$ cat config.mk
export PLATFORM = sky130hd
export DESIGN_NAME = shift_reg2_sequencer
export DESIGN_NICKNAME = d
export VERILOG_FILES = /design/src/rtl/shift_reg2_sequencer.sv
export SDC_FILE = /design/constraint.sdc
export NUM_CORES = 1
export LEC_CHECK = 0
export ABC_AREA = 1
export BUFFER_PORTS_ARGS = -buffer_cell sky130_fd_sc_hd__clkbuf_2
export CAP_MARGIN = 20
export CORE_UTILIZATION = 51
export CTS_CLUSTER_SIZE = 20
export DETAILED_ROUTE_END_ITERATION = 16
export PLACE_DENSITY_LB_ADDON = 0.08
export SETUP_SLACK_MARGIN = 0.3
export SLEW_MARGIN = 20
export SYNTH_ARGS = -nofsm -noshare
export SYNTH_HDL_FRONTEND = slang
export SYNTH_SLANG_ARGS = --single-unit
$ cat constraint.sdc
create_clock -name clk -period 2 [get_ports clk]
set_clock_uncertainty 0.2 [all_clocks]
set_input_delay 0.4 -clock clk [delete_from_list [all_inputs] [get_ports clk]]
set_output_delay 0.4 -clock clk [all_outputs]
set_load 0.01 [all_outputs]
$ cat src/rtl/shift_reg2_sequencer.sv
// Command sequencer for shift_reg2: optional load, then N shift steps, then a done pulse.
// Optional abort input enabled by defining SHREG_SEQ_ABORT_EN.
module shift_reg2_sequencer #(
    parameter int          CW       = 4,
    parameter logic [2:0]  DIR_LOAD = 3'b011
) (
    input  logic          clk,
    input  logic          reset,
    input  logic          cmd_valid,
    output logic          cmd_ready,
    input  logic          cmd_load,
    input  logic [2:0]    cmd_dir,
    input  logic [CW-1:0] cmd_count,
    input  logic [7:0]    cmd_data,
    input  logic          pause,
`ifdef SHREG_SEQ_ABORT_EN
    input  logic          abort,
`endif
    output logic          sr_enable,
    output logic [2:0]    sr_dir,
    output logic [7:0]    sr_data_in,
    output logic          busy,
    output logic          done,
    output logic [CW-1:0] steps_left
);

    typedef enum logic [1:0] {
        IDLE,
        LOAD,
        SHIFT,
        DONE
    } state_t;

    state_t        r_state;
    logic [2:0]    r_dir;
    logic          w_abort;
    logic [CW-1:0] w_cnt;

`ifdef SHREG_SEQ_ABORT_EN
    assign w_abort = abort;
`else
    assign w_abort = 1'b0;
`endif

    // A shift code equal to the load code would reload, so it runs no steps.
    assign w_cnt = (cmd_dir == DIR_LOAD) ? '0 : cmd_count;

    always_ff @(posedge clk or posedge reset) begin
        if (reset) begin
            r_state    <= IDLE;
            r_dir      <= 3'b000;
            cmd_ready  <= 1'b1;
            sr_enable  <= 1'b0;
            sr_dir     <= 3'b000;
            sr_data_in <= 8'h00;
            busy       <= 1'b0;
            done       <= 1'b0;
            steps_left <= '0;
        end else begin
            unique case (r_state)
                IDLE: begin
                    if (cmd_valid) begin
                        sr_data_in <= cmd_data;
                        r_dir      <= cmd_dir;
                        cmd_ready  <= 1'b0;
                        busy       <= 1'b1;
                        steps_left <= w_cnt;
                        if (cmd_load) begin
                            r_state   <= LOAD;
                            sr_enable <= 1'b1;
                            sr_dir    <= DIR_LOAD;
                        end else if (w_cnt != '0) begin
                            r_state   <= SHIFT;
                            sr_enable <= ~pause;
                            sr_dir    <= cmd_dir;
                        end else begin
                            r_state   <= DONE;
                            sr_enable <= 1'b0;
                            sr_dir    <= 3'b000;
                            done      <= 1'b1;
                        end
                    end
                end
                LOAD: begin
                    if (!w_abort && steps_left != '0) begin
                        r_state   <= SHIFT;
                        sr_enable <= ~pause;
                        sr_dir    <= r_dir;
                    end else begin
                        r_state    <= DONE;
                        sr_enable  <= 1'b0;
                        sr_dir     <= 3'b000;
                        done       <= 1'b1;
                        steps_left <= '0;
                    end
                end
                SHIFT: begin
                    // steps_left counts the step being issued this cycle.
                    if (w_abort || (sr_enable && steps_left == CW'(1))) begin
                        r_state    <= DONE;
                        sr_enable  <= 1'b0;
                        sr_dir     <= 3'b000;
                        done       <= 1'b1;
                        steps_left <= '0;
                    end else begin
                        sr_enable <= ~pause;
                        if (sr_enable) begin
                            steps_left <= steps_left - CW'(1);
                        end
                    end
                end
                DONE: begin
                    r_state   <= IDLE;
                    done      <= 1'b0;
                    busy      <= 1'b0;
                    cmd_ready <= 1'b1;
                end
                default: begin
                    r_state <= IDLE;
                end
            endcase
        end
    end

endmodule

# == Yosys cells after proc, flatten, opt, wreduce, memory -nomap -nowiden ==
# Index checks and enable logic that the tools add are counted.
# op_classes
muxes,34
addsub,1
bitwise,1
eq_ne,11
reduce_logical,13
# ops
operator,count
$mux W4,5
$mux W3,5
$mux W1,14
$pmux W4 S3,1
$ne A2 B2 Y1 const B,5
$pmux W3 S3,1
$pmux W2 S4,1
$reduce_and A2 Y1,4
$reduce_bool A4 Y1,2
$mux W2,3
$reduce_and A5 Y1,1
$eq A2 B2 Y1 const B,2
$eq A4 B1 Y1 const B,1
$pmux W1 S2,2
$pmux W1 S4,1
$reduce_and A4 Y1,1
$sub A4 B1 Y4 const B,1
$eq A3 B2 Y1 const B,1
$ne A3 B3 Y1 const B,1
$pmux W1 S3,1
$reduce_and A3 Y1,1
$reduce_bool A3 Y1,1
$eq A2 B1 Y1 const B,1
$logic_not A2 Y1,1
3 further kinds,3
# totals
reg_bits,24
output_inout_bits,19
input_bits,20

# == Longest topological paths before layout ==
# depth
word_depth,7
ltp_mapped,11
mapped_depth_nobuf,11

# == Least setup slack after synthesis ==
# No wires, ideal clock.
# synth_timing
path_type,register to register
start,register r_state[0]
end,register sr_data_in[0]
setup_ns,0.125
path_stages_with_launch,6
path_buffers,1
required_ns,1.675
period_less_slack_ns,1.636
path_slack_ns,0.364
arrival_ns,1.311
cell_sequence,dfrtp_1 -> inv_1 -> ha_1 -> nand2_2 -> buf_2 -> mux2_2
# synth_between
elab_chain_cells,2
# synth_lines
item,line,rtl
start: declaration,34,state_t r_state;
start signal: assignment,50,r_state <= IDLE;
start signal: assignment,69,r_state <= LOAD;
start signal: assignment,73,r_state <= SHIFT;
$logic_not A2 Y1,60,unique case (r_state)
$reduce_and A2 Y1 (no line),-,
end signal: assignment,63,sr_data_in <= cmd_data;
end: declaration,21,"output logic [7:0] sr_data_in,"
# Every way passes these cells.
# A chain may end at the register's enable or synchronous reset.

# == Final worst setup path ==
# layout_timing
start,register r_state[0]
end,register steps_left[2]
# layout_between
elab_chain_cells,3
# layout_lines
item,line,rtl
$eq A2 B2 Y1 (tied with other cells),60,
$ne A3 B3 Y1 (no line) (tied with other cells),-,
$reduce_and A4 Y1 (no line),-,
end signal: assignment,67,steps_left <= w_cnt;
end signal: assignment,108,steps_left <= steps_left - CW'(1);
end: declaration,24,output logic [CW-1:0] steps_left
# Several ways; a longest one is shown, not always the timed one.

==> results.toml <==
[yosys]
synth-seq-cells = 24
yosysUniqueCellTypes = 23
yosys_warnings = 0
ys_seq_area_share_pct = 43.4
async_reset_ff_share_pct = 100
syn_inst = 164
ys_top_cells_by_count = "nand2_1, dfrtp_1, inv_1, o21ai_0, nand3_1"
yosysTopAreaCell = "dfrtp_1"
synth_simple_gate_area_share_pct = 24.2
synth_compound_area_share_pct = 10.6
synth_area_leaders = "dfrtp_1, nand2_1, mux2_2"
syn_nets = 191
synth.most_common_cell = "nand2_1"
netlist_area_um2 = 1390
synth_ff_type = "dfrtp_1"
synth_top_area_share_pct = 41.5
synthAdderAreaFrac_pct = 6.32
synth-xor-area-share_pct = 1.26
synth_area_per_cell_um2 = 8.45
synth_top_family_by_area = "simple AND/OR/NAND/NOR gates"
synth_edf_count = 0
synthMuxAreaShare_pct = 6.50

[cells_and_area]
post-route-util_pct = 70.6
fin_nets = 239
n_fill_cell = 205
final_area_um2 = 1780
syn_to_final_growth_pct = 28.5
drive_gt1_share_pct = 40.8
antenna_cells = 0

[cts]
worst_skew_pair.late_latency_ps = 320
clkTransAtPathRegs_ps = 140
cts_tree = "done"
clockRootBuffer = "clkbuf_4"
clock_sinks = 24
clockBufferDepth = 2
h-tree-depth = 1
cts_buffers = 3

[global_route]
gr-total-overflow = 0
grt_max_degree = 25
grt_pass1_vias = 1039
antenna_found_initial = 0
grt_usage_pct = 22.2
grt_pass1_wl_mm = 4.62

[timing]
hold_violations = 0
fin_crit_sh_pct = 87.2
final.min_clock_period_ps = 1740
rsz0062_at_grt = "true"
setup-tns-final_ps = 0
fmax_mhz = 573
whs_ps = 93.0
final_max_slew_viol_count = 0
slew_headroom_pct = 78.9
worst_slew_pin_slew_ps = 317
setup_violations = 0

[pwr]
power_leakage_nw = 0.943
clkPwrFrac_pct = 11.5
power_frac_seq_pct = 28.7
ir_drop_mv = 1.10
swShare_pct = 44.1
share_comb_of_total_power_pct = 59.8
power.net_switching_w = 0.00138
p_per_area_nw_per_um2 = 1760
totalPowerFinal_w = 0.00313
p_int_w = 0.00175

[route]
drc_errors = 0
post_drt_wl_per_cell_um = 12.2
drt.antenna.violating_nets = 0
via_count = 1202
first_pass_iters = 4
viasPerCell = 4.99
drtIter0Drc = 27
routed_wl_mm = 2.95

[place]
gp_congestion = 0.850
dpl_cell_area_um2 = 1610
port_buffers = 38
place_hpwl_mm = 2.13

[worst_setup_path]
crit_path_start_kind = "flop"
cp_common_cell = "nand2_1"
cp-startpoint = "r_state[0]$_DFFE_PP0P_"
cp_slowest_stage_delay_ps = 440
worstPathRequired_ps = 2040
path_cells = "buf_4, ha_1, inv_1, a21oi_4, nor3_4, inv_2, nand2_1, nand2_1"
critPathSlowestCell = "dfrtp_1"
rrSetupSlack_ps = 260
critPathArrivalTime_ps = 1780
cp-end-kind = "flop"
critPathMaxFanout = 7
crit_type = "reg2reg"
rr_startpoint = "r_state[0]$_DFFE_PP0P_"

[min_path]
hp-class = "in2reg"
hp-start = "cmd_data[5]"

[die]
initial_core_util_pct = 55.0
die_w_um = 54.1
io_pins = 39
die_area_um2 = 2930
core_um2 = 2520
die_h_um = 54.1
placementRows = 18

[job]
maxCapViolations = 0

[status]
outcome = "finished clean"
-- metrics by stage --
step / std cells / setup WS [ps]
floorplan: 164 / 364
global placement: 231 / 280
detailed placement: 231 / 205
CTS: 236 / 307
global route: 241 / 140
finish: 241 / 256
-- power by group through the flow --
stage / registers [W] / logic (W) / clock network, W
4_1_cts: 0.000895 / 0.00168 / 0.000374
2_1_floorplan: 0.000970 / 0.00112 / 0
6_report: 0.000898 / 0.00187 / 0.000362
3_5_place_dp: 0.000904 / 0.00162 / 0
5_1_grt: 0.000936 / 0.00210 / 0.000388
3_3_place_gp: 0.000886 / 0.00159 / 0
-- worst paths after layout --
kind                                              to  depth (start not counted)
min in group asynchronous     r_state[0]$_DFFE_PP0P_                          4
max in group asynchronous      cmd_ready$_DFFE_PP1P_                          4
setup / recovery           steps_left[2]$_DFFE_PP0P_                          8
setup reg to reg           steps_left[2]$_DFFE_PP0P_                          8
hold reg to reg                sr_dir[2]$_DFFE_PP0P_                          2
hold / removal             sr_data_in[5]$_DFFE_PP0P_                          2
-- sequential cells by signal, summed over array words and instances, names as in the netlist, 2 cells and up --
register    count
steps_left      4
sr_data_in      8
r_dir           3
r_state         2
sr_dir          3
-- critical path: cells and delay by family, from the launching register on --
kind                     cells  cell delay, ps
AO/OA/AOI/OAI                1              70
flip-flops                   1             440
AND/OR/NAND/NOR              3             410
adder cells (fa/ha/maj)      1             210
buffers and inverters        3             330
-- layout make-up --
type	instances	area [um^2]	share of cell area, %
clock inverters	1	30.0	1.69
flip-flops and latches	24	602	33.8
well taps	30	37.5	2.11
inverters	26	100	5.62
multi-input cells	112	744	41.8
clock buffers	3	22.5	1.26
repair buffers	45	245	13.8
-- logic make-up after synthesis --
logic type,after synthesis
buffers and inverters,28
flip-flops,24
adder cells (fa/ha/maj),7
XOR/XNOR,2
AND/OR/NAND/NOR,71
multiplexers,8
AO/OA/AOI/OAI,24
-- timing repair --
action	CTS	global route
setup endpoints to repair	20	13
hold buffers	1	0
resized for setup	4	16
buffers inserted	0	5
endpoints found under the hold margin	23	0
pin swaps	1	4
-- cell usage in the layout, fill, tap and decap left out, drive strengths merged, types with 6 or more instances in the layout --
cell,instances
a21oi,6
buf,6
clkbuf,41
dfrtp,23
ha,7
inv,26
mux2,8
nand2,45
nand3,12
nor2,12
o21ai,15
-- routing by layer --
layer | global-route usage [%] | routed length, um
met5 | 0 | 0
met4 | 5.13 | 37
met3 | 5.08 | 137
met2 | 37.2 | 1420
met1 | 28.9 | 1350
(Power assumes the default switching activity.)
